===== src/rtl/decode_stage_pkg.sv =====
// Shared decode definitions: ALU op encoding (must match the execute ALU), opcodes, funct codes, ID/EX layout.
// No logic or state of its own; backpressure is not applicable.
package decode_stage_pkg;

    localparam logic [3:0] ALU_ADD = 4'd0;
    localparam logic [3:0] ALU_SUB = 4'd1;
    localparam logic [3:0] ALU_AND = 4'd2;
    localparam logic [3:0] ALU_OR  = 4'd3;
    localparam logic [3:0] ALU_XOR = 4'd4;
    localparam logic [3:0] ALU_SRA = 4'd5;
    localparam logic [3:0] ALU_SRL = 4'd6;
    localparam logic [3:0] ALU_SLL = 4'd7;
    localparam logic [3:0] ALU_SLT = 4'd8;

    localparam logic [6:0] OPC_OP     = 7'b0110011;
    localparam logic [6:0] OPC_OP_IMM = 7'b0010011;
    localparam logic [6:0] OPC_LOAD   = 7'b0000011;
    localparam logic [6:0] OPC_STORE  = 7'b0100011;
    localparam logic [6:0] OPC_BRANCH = 7'b1100011;
    localparam logic [6:0] OPC_JAL    = 7'b1101111;
    localparam logic [6:0] OPC_JALR   = 7'b1100111;
    localparam logic [6:0] OPC_LUI    = 7'b0110111;
    localparam logic [6:0] OPC_AUIPC  = 7'b0010111;

    localparam logic [2:0] F3_ADD  = 3'b000;
    localparam logic [2:0] F3_SLL  = 3'b001;
    localparam logic [2:0] F3_SLT  = 3'b010;
    localparam logic [2:0] F3_SLTU = 3'b011;
    localparam logic [2:0] F3_XOR  = 3'b100;
    localparam logic [2:0] F3_SR   = 3'b101;
    localparam logic [2:0] F3_OR   = 3'b110;
    localparam logic [2:0] F3_AND  = 3'b111;
    localparam logic [2:0] F3_LW   = 3'b010;
    localparam logic [2:0] F3_SW   = 3'b010;
    localparam logic [2:0] F3_BEQ  = 3'b000;
    localparam logic [2:0] F3_BNE  = 3'b001;
    localparam logic [2:0] F3_JALR = 3'b000;

    localparam logic [6:0] F7_BASE = 7'b0000000;
    localparam logic [6:0] F7_ALT  = 7'b0100000;

    typedef enum logic [2:0] {
        IMM_NONE,
        IMM_I,
        IMM_S,
        IMM_B,
        IMM_U,
        IMM_J
    } imm_fmt_t;

    typedef struct packed {
        logic reg_write;
        logic mem_read;
        logic mem_write;
        logic branch;
        logic branch_ne;
        logic jal;
        logic jalr;
        logic illegal;
    } ctrl_t;

    typedef struct packed {
        logic        valid;
        logic [3:0]  alu_op;
        logic [31:0] operand_a;
        logic [31:0] operand_b;
        logic [4:0]  rs1_addr;
        logic [4:0]  rs2_addr;
        logic [31:0] rs2_data;
        logic [31:0] imm;
        logic [31:0] pc;
        logic [4:0]  rd;
        ctrl_t       ctrl;
    } id_ex_t;

    function automatic imm_fmt_t imm_fmt_of(input logic [6:0] opc);
        imm_fmt_t fmt;
        case (opc)
            OPC_OP_IMM, OPC_LOAD, OPC_JALR: fmt = IMM_I;
            OPC_STORE:                      fmt = IMM_S;
            OPC_BRANCH:                     fmt = IMM_B;
            OPC_LUI, OPC_AUIPC:             fmt = IMM_U;
            OPC_JAL:                        fmt = IMM_J;
            default:                        fmt = IMM_NONE;
        endcase
        return fmt;
    endfunction

    // funct7[5] only means SUB for register-register ops; ADDI ignores it.
    function automatic logic [3:0] alu_op_of(input logic [2:0] f3, input logic alt, input logic is_reg);
        logic [3:0] op;
        case (f3)
            F3_ADD:  op = (is_reg && alt) ? ALU_SUB : ALU_ADD;
            F3_SLL:  op = ALU_SLL;
            F3_SLT:  op = ALU_SLT;
            F3_XOR:  op = ALU_XOR;
            F3_SR:   op = alt ? ALU_SRA : ALU_SRL;
            F3_OR:   op = ALU_OR;
            F3_AND:  op = ALU_AND;
            default: op = ALU_ADD;
        endcase
        return op;
    endfunction

endpackage


===== src/rtl/decode_stage_imm_gen.sv =====
// Instruction word to sign-extended 32-bit immediate, selected by the opcode's format.
// Purely combinational, zero latency; no backpressure.
module decode_stage_imm_gen
    import decode_stage_pkg::*;
(
    input  logic [31:0] instr_i,
    output logic [31:0] imm_o
);

    always_comb begin
        imm_o = '0;
        case (imm_fmt_of(instr_i[6:0]))
            IMM_I:   imm_o = {{20{instr_i[31]}}, instr_i[31:20]};
            IMM_S:   imm_o = {{20{instr_i[31]}}, instr_i[31:25], instr_i[11:7]};
            IMM_B:   imm_o = {{19{instr_i[31]}}, instr_i[31], instr_i[7],
                              instr_i[30:25], instr_i[11:8], 1'b0};
            IMM_U:   imm_o = {instr_i[31:12], 12'b0};
            IMM_J:   imm_o = {{11{instr_i[31]}}, instr_i[31], instr_i[19:12],
                              instr_i[20], instr_i[30:21], 1'b0};
            default: imm_o = '0;
        endcase
    end

endmodule


===== src/rtl/decode_stage.sv =====
// RV32I-subset decode: regfile read, operand/ALU-op select, ID/EX register; one cycle IF/ID -> ID/EX.
// ex_stall holds ID/EX, load-use inserts a one-cycle bubble; both raise id_stall unless ex_flush kills ID.
module decode_stage
    import decode_stage_pkg::*;
#(
    parameter int XLEN = 32
) (
    input  logic            clk,
    input  logic            rst,
    input  logic            if_valid,
    input  logic [31:0]     if_instr,
    input  logic [XLEN-1:0] if_pc,
    output logic [4:0]      rs1_addr,
    output logic [4:0]      rs2_addr,
    input  logic [XLEN-1:0] rs1_data,
    input  logic [XLEN-1:0] rs2_data,
    input  logic            ex_stall,
    input  logic            ex_flush,
    output logic            id_stall,
    output logic            ex_valid,
    output logic [3:0]      ex_alu_op,
    output logic [XLEN-1:0] ex_operand_a,
    output logic [XLEN-1:0] ex_operand_b,
    output logic [4:0]      ex_rs1_addr,
    output logic [4:0]      ex_rs2_addr,
    output logic [XLEN-1:0] ex_rs2_data,
    output logic [XLEN-1:0] ex_imm,
    output logic [XLEN-1:0] ex_pc,
    output logic [4:0]      ex_rd,
    output logic            ex_reg_write,
    output logic            ex_mem_read,
    output logic            ex_mem_write,
    output logic            ex_branch,
    output logic            ex_branch_ne,
    output logic            ex_jal,
    output logic            ex_jalr,
    output logic            ex_illegal
);

    logic [6:0]  opcode;
    logic [2:0]  funct3;
    logic [6:0]  funct7;
    logic [4:0]  rd_field;
    logic [31:0] imm;

    id_ex_t dec;
    ctrl_t  ctrl;
    logic   legal;
    logic   writes_rd;
    logic   uses_rs2;
    logic   is_shift;
    logic   rs1_used;
    logic   rs2_used;
    logic   load_use;

    id_ex_t ex_q;
    id_ex_t ex_d;

    assign opcode   = if_instr[6:0];
    assign funct3   = if_instr[14:12];
    assign funct7   = if_instr[31:25];
    assign rd_field = if_instr[11:7];
    assign rs1_addr = if_instr[19:15];
    assign rs2_addr = if_instr[24:20];

    decode_stage_imm_gen u_imm_gen (
        .instr_i (if_instr),
        .imm_o   (imm)
    );

    always_comb begin
        dec           = '0;
        ctrl          = '0;
        legal         = 1'b0;
        writes_rd     = 1'b0;
        uses_rs2      = 1'b0;
        is_shift      = (funct3 == F3_SLL) || (funct3 == F3_SR);
        dec.alu_op    = ALU_ADD;
        dec.operand_a = rs1_data;
        dec.operand_b = imm;
        dec.rs1_addr  = rs1_addr;
        dec.rs2_addr  = rs2_addr;
        dec.rs2_data  = rs2_data;
        dec.imm       = imm;
        dec.pc        = if_pc;

        case (opcode)
            OPC_OP: begin
                legal = (funct3 != F3_SLTU) &&
                        ((funct7 == F7_BASE) ||
                         ((funct7 == F7_ALT) && ((funct3 == F3_ADD) || (funct3 == F3_SR))));
                dec.alu_op    = alu_op_of(funct3, funct7[5], 1'b1);
                dec.operand_b = rs2_data;
                writes_rd     = 1'b1;
                uses_rs2      = 1'b1;
            end
            OPC_OP_IMM: begin
                legal = (funct3 != F3_SLTU) &&
                        (!is_shift || (funct7 == F7_BASE) ||
                         ((funct3 == F3_SR) && (funct7 == F7_ALT)));
                dec.alu_op = alu_op_of(funct3, funct7[5], 1'b0);
                if (is_shift) begin
                    dec.operand_b = {27'b0, if_instr[24:20]};
                end
                writes_rd = 1'b1;
            end
            OPC_LOAD: begin
                legal         = (funct3 == F3_LW);
                ctrl.mem_read = 1'b1;
                writes_rd     = 1'b1;
            end
            OPC_STORE: begin
                legal          = (funct3 == F3_SW);
                ctrl.mem_write = 1'b1;
                uses_rs2       = 1'b1;
            end
            OPC_BRANCH: begin
                legal          = (funct3 == F3_BEQ) || (funct3 == F3_BNE);
                dec.alu_op     = ALU_SUB;
                dec.operand_b  = rs2_data;
                ctrl.branch    = 1'b1;
                ctrl.branch_ne = (funct3 == F3_BNE);
                uses_rs2       = 1'b1;
            end
            OPC_JAL: begin
                legal         = 1'b1;
                dec.operand_a = if_pc;
                dec.operand_b = 32'd4;
                ctrl.jal      = 1'b1;
                writes_rd     = 1'b1;
            end
            OPC_JALR: begin
                legal         = (funct3 == F3_JALR);
                dec.operand_a = if_pc;
                dec.operand_b = 32'd4;
                ctrl.jalr     = 1'b1;
                writes_rd     = 1'b1;
            end
            OPC_LUI: begin
                legal         = 1'b1;
                dec.operand_a = '0;
                writes_rd     = 1'b1;
            end
            OPC_AUIPC: begin
                legal         = 1'b1;
                dec.operand_a = if_pc;
                writes_rd     = 1'b1;
            end
            default: legal = 1'b0;
        endcase

        // Illegal words carry no side effects downstream, only the trap flag.
        if (!legal) begin
            ctrl         = '0;
            ctrl.illegal = 1'b1;
            writes_rd    = 1'b0;
            uses_rs2     = 1'b0;
            dec.alu_op   = ALU_ADD;
        end
        ctrl.reg_write = writes_rd && (rd_field != 5'd0);
        dec.rd         = writes_rd ? rd_field : 5'd0;
        dec.valid      = if_valid;
        dec.ctrl       = if_valid ? ctrl : '0;
    end

    assign rs1_used = !((opcode == OPC_LUI) || (opcode == OPC_AUIPC) || (opcode == OPC_JAL));
    assign rs2_used = legal && uses_rs2;

    assign load_use = ex_q.valid && ex_q.ctrl.mem_read && (ex_q.rd != 5'd0) && if_valid &&
                      ((rs1_used && (rs1_addr == ex_q.rd)) || (rs2_used && (rs2_addr == ex_q.rd)));

    assign id_stall = (ex_stall || load_use) && !ex_flush;

    always_comb begin
        ex_d = ex_q;
        if (ex_flush) begin
            ex_d = '0;
        end else if (ex_stall) begin
            ex_d = ex_q;
        end else if (load_use) begin
            ex_d = '0;
        end else begin
            ex_d = dec;
        end
    end

    always_ff @(posedge clk) begin
        if (rst) begin
            ex_q <= '0;
        end else begin
            ex_q <= ex_d;
        end
    end

    assign ex_valid     = ex_q.valid;
    assign ex_alu_op    = ex_q.alu_op;
    assign ex_operand_a = ex_q.operand_a;
    assign ex_operand_b = ex_q.operand_b;
    assign ex_rs1_addr  = ex_q.rs1_addr;
    assign ex_rs2_addr  = ex_q.rs2_addr;
    assign ex_rs2_data  = ex_q.rs2_data;
    assign ex_imm       = ex_q.imm;
    assign ex_pc        = ex_q.pc;
    assign ex_rd        = ex_q.rd;
    assign ex_reg_write = ex_q.ctrl.reg_write;
    assign ex_mem_read  = ex_q.ctrl.mem_read;
    assign ex_mem_write = ex_q.ctrl.mem_write;
    assign ex_branch    = ex_q.ctrl.branch;
    assign ex_branch_ne = ex_q.ctrl.branch_ne;
    assign ex_jal       = ex_q.ctrl.jal;
    assign ex_jalr      = ex_q.ctrl.jalr;
    assign ex_illegal   = ex_q.ctrl.illegal;

endmodule

===== config.mk =====
export PLATFORM = sky130hd
export DESIGN_NAME = decode_stage
export DESIGN_NICKNAME = d
export VERILOG_FILES = /design/src/rtl/decode_stage_pkg.sv /design/src/rtl/decode_stage_imm_gen.sv /design/src/rtl/decode_stage.sv
export SDC_FILE = /design/constraint.sdc
export NUM_CORES = 1
export LEC_CHECK = 0
export ABC_AREA = 1
export BUFFER_PORTS_ARGS = -buffer_cell sky130_fd_sc_hd__buf_2
export CAP_MARGIN = 20
export CORE_MARGIN = 1.5
export CORE_UTILIZATION = 40
export DETAILED_ROUTE_END_ITERATION = 7
export GPL_TIMING_DRIVEN = 0
export PLACE_DENSITY_LB_ADDON = 0.25
export SLEW_MARGIN = 20
export SYNTH_ARGS = -nofsm -noshare
export SYNTH_HDL_FRONTEND = slang
export SYNTH_HIERARCHICAL = 1
export SYNTH_SLANG_ARGS = --single-unit

===== constraint.sdc =====
create_clock -name clk -period 4.22 [get_ports clk]
set_input_delay 0.844 -clock clk [delete_from_list [all_inputs] [get_ports clk]]
set_output_delay 0.844 -clock clk [all_outputs]
set_load 0.005 [all_outputs]

==> results of run 1 <==
path summary, 6_finish.rpt:
path,to,slack (ns)
worst min register to register,ex_rs2_data[30]$_SDFFE_PP0N_,0.46
worst max-delay path,id_stall,0.74
worst min-delay path,ex_rs2_data[30]$_SDFFE_PP0N_,0.46
worst max register to register,ex_rs2_data[10]$_SDFFE_PP0N_,2.23
metal layers:
metal	track usage	part of all wire
met1	0.3273	0.43
met2	0.4443	0.48
met3	0.05551	0.076
met4	0.08507	0.021
met5	0	0
area by class of cell:
class / instances / area (um^2)
antenna: 4 / 10.01
buffer: 116 / 721.9
clock buffer: 18 / 429.2
clock inverter: 14 / 146.4
fill: 2515 / 12290
inverter: 50 / 187.7
multi-input combinational: 1016 / 5567
sequential: 188 / 3764
tap: 330 / 412.9
timing repair buffer: 330 / 1652
critical path: cells and delay by family:
kind,cells,cell delay [ns]
buffers and inverters,5,1.64
AO/OA/AOI/OAI,1,0.13
through the flow:
| step | hold slack [ns] | total power [mW] | area [um^2] | std cells | utilization |
|---|---|---|---|---|---|
| global placement | 0.4439 | 2.346 | 12300 | 2030 | 0.4886 |
| global route | 0.4782 | 4.081 | 12880 | 2064 | 0.5117 |
| floorplan | 0.4527 | 2.132 | 10240 | 1370 | - |
| finish | 0.4633 | 3.936 | 12890 | 2066 | 0.5119 |
| CTS | 0.4633 | 3.959 | 12880 | 2062 | 0.5115 |
| detailed placement | 0.4521 | 2.351 | 12300 | 2030 | 0.4886 |
logic make-up (layout without fill, tap and decap cells):
family	after synthesis	after routing	synth area share
xor gates and xnor gates	9	9	0.007698
and+or+nand+nor	768	768	0.3807
DFF	188	188	0.3675
buffers and inverters	166	528	0.08883
other	0	4	0
AOI/OAI and AO/OA	239	239	0.1552
power by group through the flow:
stage          Sequential, mW  Combinational (mW)  Clock [mW]
4_1_cts                  1.83               0.486        1.65
6_report                 1.83               0.487        1.62
5_1_grt                  1.83               0.533        1.72
2_1_floorplan            1.87               0.262           0
3_3_place_gp             1.87               0.479           0
3_5_place_dp             1.87               0.484           0
flip-flops by register name, indices dropped and copies added (netlist names), 4 cells and up:
register,cells
ex_rs1_addr,5
ex_rd,5
ex_rs2_addr,5
ex_rs2_data,32
ex_pc,32
ex_alu_op,4
ex_operand_a,32
ex_operand_b,32
ex_imm,32
placed cells by master, fill, tap and decap left out, types with 6 or more instances in the layout:
cell,Yosys,final
a21oi_1,91,91
a21oi_2,100,100
buf_1,6,6
buf_12,11,11
buf_2,20,350
buf_4,12,12
clkbuf_1,62,63
clkbuf_16,0,17
dfxtp_1,188,188
inv_1,40,40
inv_2,10,10
nand2_1,400,400
nand2_2,9,9
nand3_1,171,171
nand3_2,105,105
nand4_1,6,6
nor2_1,56,56
nor3_1,7,7
o21ai_0,42,42
xnor2_1,7,7
==> results.json, run 1 <==
{
  "pre_cts_ws_ns": 0.7668,
  "fmax_mhz": 287.2,
  "critPathMaxFanout": 10,
  "final-hold-violation-count": 0,
  "reg2reg_from": "ex_rd[1]$_SDFFE_PP0N_",
  "synth-seq-area-share": 0.3675,
  "clockRootBuffer": "clkbuf_16",
  "drc": 0,
  "gp_congestion": 0.9098,
  "netlist_instances": 1370,
  "p_clk_frac": 0.412,
  "drv_cap": 0,
  "syn_area_per_cell_um2": 7.474,
  "ios": 332,
  "yosysWarnings": 6,
  "cp-end-kind": "primary output",
  "wl_um": 35620,
  "first_pass_iters": 5,
  "cts_tree": "done",
  "syn-num-nets": 1503,
  "fin_crit_sh": 0.8252,
  "initial_core_util": 0.4066,
  "path_common_cell": "clkbuf_1",
  "antenna_left": 0,
  "die_y_um": 163,
  "grt-ovfl-total": 0,
  "core-area_mm2": 0.02518,
  "tightest_slew_ns": 0.9610,
  "clkSlewWorstSetupHoldPaths_ns": 0.07,
  "crit_chain": "clkbuf_1 > inv_2 > clkbuf_1 > buf_1 > a21oi_1 > buf_2",
  "worst_r2r_path_depth": 11,
  "switchingPower_mw": 1.161,
  "grt_max_degree": 20,
  "clock_latency_ns": 0.44,
  "p_comb_frac": 0.124,
  "finalMaxSlewViolations": 0,
  "switching_share": 0.2950,
  "post-cts-setup-buffer-count": 0,
  "post-dp-hpwl_um": 27090,
  "skew_ns": 0.008570,
  "slowest_stage": "clkbuf_1",
  "p_int_mw": 2.775,
  "dieArea_mm2": 0.02657,
  "drt_iter0_drc": 720,
  "ys_seq_elements": 188,
  "crit_required_ns": 3.38,
  "vias": 10720,
  "worst_slack_ns": 0.7377,
  "critPathLaunchType": "input pin",
  "htree_num_levels": 4,
  "cp-startpoint": "ex_stall",
  "synthFlopType": "dfxtp_1",
  "hp-class": "flip-flop to flip-flop",
  "rows": 58,
  "numPortBuffers": 330,
  "seqPwrFrac": 0.464,
  "synth_edf_count": 0,
  "yosysTopAreaCell": "dfxtp_1",
  "clk_path_buf_depth": 2,
  "synth.distinct_cells": 33,
  "tns_ns": 0,
  "syn_to_final_growth_pct": 25.88,
  "slew-limit-headroom": 0.3593,
  "p_leak_nw": 5.800,
  "grt_pass1_wl_um": 53510,
  "synthArstFlopShare": 0,
  "viasPerCell": 5.188,
  "die_x_um": 163,
  "cts_buffers": 17,
  "grt_pass1_vias": 9708,
  "worstHoldPathCells": 2,
  "crit_path_max_incr_delay_ns": 0.46,
  "hold_buffers": 0,
  "synth.most_common_cell": "nand2_1",
  "ir_drop_v": 0.0001925,
  "ys_top_cells_by_area": "dfxtp_1, nand2_1, nand3_2",
  "layout_min_cycle_time_ns": 3.482,
  "grt_usage": 0.2611,
  "setup_violations": 0,
  "setup.worst_path.class": "input pin to primary output",
  "p_per_area_mw_per_mm2": 305.4,
  "drive_gt1_frac": 0.3741,
  "num-nets-final": 1852,
  "synth_area_mm2": 0.01024,
  "synthTopCellsByCount": "nand2_1, dfxtp_1, nand3_1, nand3_2, a21oi_2",
  "hold_path.startpoint": "ex_rs2_data[30]$_SDFFE_PP0N_",
  "ctsResizeCount": 0,
  "wl_per_cell_um": 17.24,
  "antenna_found_initial": 3,
  "arrival_ns": 2.64,
  "synth_top_area_share": 0.3675,
  "status": "finished, final reports clean",
  "rsz0062_at_grt": "false",
  "cts_sinks": 188
}
No activity file was read; power rests on OpenSTA's default activity.
==> run 2: changes to the inputs <==
==> constraint.sdc (replaced) <==
create_clock -name clk -period 2.95 [get_ports clk]
set_input_delay 0.59 -clock clk [delete_from_list [all_inputs] [get_ports clk]]
set_output_delay 0.59 -clock clk [all_outputs]
set_load 0.005 [all_outputs]
==> run 2 against run 1 <==
Compared with the run above:
- via count barely moved
- first-iteration DRC count grew 14%
- global-route usage barely moved
- setup slack got worse by 0.53 ns
- die area did not move
- utilization increased by 0.070 points
- clock-buffer cell count unchanged
- critical path depth up 8
- clock skew about the same
- power increased by 43%
- sequential share of layout area about the same
- sequential cell count unchanged
==> results.json, run 2 (synthesized netlist as in run 1, its figures left out) <==
{
  "antenna_left": 0,
  "crit_chain": "buf_2 > nand2_1 > inv_2 > nand2_1 > inv_2 > nand3_2 > nor2_1 > nand3_2 > nand2_4 > nand2_2 > nand2_4 > nand2_8 > a21oi_1 > buf_2",
  "cts_buffers": 17,
  "grt_pass1_wl_um": 53540,
  "wl_um": 35580,
  "r2r_setup_slack_ns": 0.92,
  "clk_path_buf_depth": 2,
  "drt_iter0_drc": 819,
  "initial_core_util": 0.4066,
  "critPathLaunchType": "input pin",
  "tightest_slew_ns": 0.9392,
  "seq_area_mm2": 0.003764,
  "seqPwrFrac": 0.465,
  "cts_sinks": 188,
  "drc": 0,
  "clkSlewWorstSetupHoldPaths_ns": 0.08,
  "numPortBuffers": 330,
  "drv_cap": 0,
  "clock_latency_ns": 0.44,
  "grt_pass1_vias": 9711,
  "ir_drop_v": 0.0002757,
  "htree_num_levels": 4,
  "cp-end-kind": "primary output",
  "num-nets-final": 1852,
  "dieArea_mm2": 0.02657,
  "multi_input_area_mm2": 0.005579,
  "finalMaxSlewViolations": 0,
  "p_int_mw": 3.970,
  "status": "finished, final reports clean",
  "vias": 10720,
  "skew_ns": 0.009036,
  "viasPerCell": 5.189,
  "crit_required_ns": 2.36,
  "hp-class": "input pin to flip-flop",
  "grt_usage": 0.2612,
  "rsz0062_at_grt": "false",
  "layout_commonest_cell": "nand2_1",
  "p_leak_nw": 5.810,
  "die_y_um": 163,
  "ios": 332,
  "clockRootBuffer": "clkbuf_16",
  "gp_congestion": 0.9098,
  "layout_min_cycle_time_ns": 2.740,
  "hold_buffers": 0,
  "p_clk_frac": 0.411,
  "finalPower_mw": 5.621,
  "slew-limit-headroom": 0.3739,
  "arrival_ns": 2.15,
  "grt-ovfl-total": 0,
  "n_fill_cell": 2511,
  "rows": 58,
  "final-hold-violation-count": 0,
  "fmax_mhz": 364.9,
  "switchingPower_mw": 1.651,
  "setup.worst_path.class": "input pin to primary output",
  "syn_to_final_growth_pct": 26.05,
  "wl_per_cell_um": 17.23,
  "critPathMaxFanout": 17,
  "crit_path_max_incr_delay_ns": 0.15,
  "die_x_um": 163,
  "p_comb_frac": 0.124,
  "slowest_stage": "nor2_1",
  "mostFrequentLayoutCells": "nand2_1, buf_2, dfxtp_1",
  "antenna_found_initial": 3,
  "grt_max_degree": 20,
  "p_per_area_mw_per_mm2": 435.5,
  "tns_ns": 0,
  "first_pass_iters": 7,
  "switching_share": 0.2937,
  "cts_tree": "done",
  "setup_violations": 0,
  "fin_crit_sh": 0.9289,
  "post-dp-hpwl_um": 27090,
  "core-area_mm2": 0.02518,
  "drive_gt1_frac": 0.3764
}
==> run 2: cell count changes in the layout (fill, tap and decap cells not counted), sizes merged <==
cell,before,now
buf,384,385
clkbuf,80,79
diode,4,3
==> run 2: path summary, 6_finish.rpt <==
kind	from	to	cells after the start
max	if_instr[0]	id_stall	14
min	if_pc[21]	ex_pc[21]$_SDFFE_PP0N_	3
max reg2reg	ex_rd[1]$_SDFFE_PP0N_	ex_rs2_data[10]$_SDFFE_PP0N_	11
min reg2reg	ex_rs2_data[30]$_SDFFE_PP0N_	ex_rs2_data[30]$_SDFFE_PP0N_	2
==> run 2: metrics by stage <==
step	instance area (um^2)	cells	utilization	hold WS [ns]	setup WS [ns]
6_report	12910	2065	0.5126	0.4045	0.2099
5_1_grt	12900	2064	0.5125	0.3900	0.04579
4_1_cts	12890	2062	0.5117	0.3871	0.006866
3_5_place_dp	12300	2030	0.4886	0.4521	0.004848
3_3_place_gp	12300	2030	0.4886	0.4439	0.01421
2_1_floorplan	10240	1370	-	0.4527	0.5052
==> run 2: per-layer routing <==
metal | vias up | wire (um) | track usage
met5 | - | 0 | 0
met4 | 0 | 757 | 0.08549
met3 | 46 | 2725 | 0.05551
li1 | 5232 | - | -
met2 | 461 | 16950 | 0.4445
met1 | 4977 | 15150 | 0.3273
==> run 2: area by class of cell <==
type,count,area share
diodes,3,0.0005816
plain buffers,114,0.05535
clock buffers,18,0.03325
inverters,50,0.01454
clock inverters,14,0.01134
multi-input cells,1016,0.4322
repair buffers,332,0.1291
flip-flops and latches,188,0.2916
well taps,330,0.03199
==> run 2: timing repair <==
action	CTS	global route
resized for setup	2	2
setup endpoints to repair	1	1
pin swaps	0	2
setup buffers	0	2
==> run 2: power groups by stage <==
stage                     combinational (mW)  clock, mW  sequential (mW)
after floorplan                        0.375          0             2.68
after global placement                 0.685          0             2.67
after detailed placement               0.692          0             2.67
after CTS                              0.695       2.36             2.61
after global routing                   0.764       2.46             2.62
final                                  0.698       2.31             2.61
==> run 2: worst max-delay path: cells and delay by family <==
| kind | cells | cell delay (ns) |
|---|---|---|
| compound gates | 1 | 0.15 |
| buf+inv | 4 | 0.44 |
| simple gates | 9 | 0.98 |
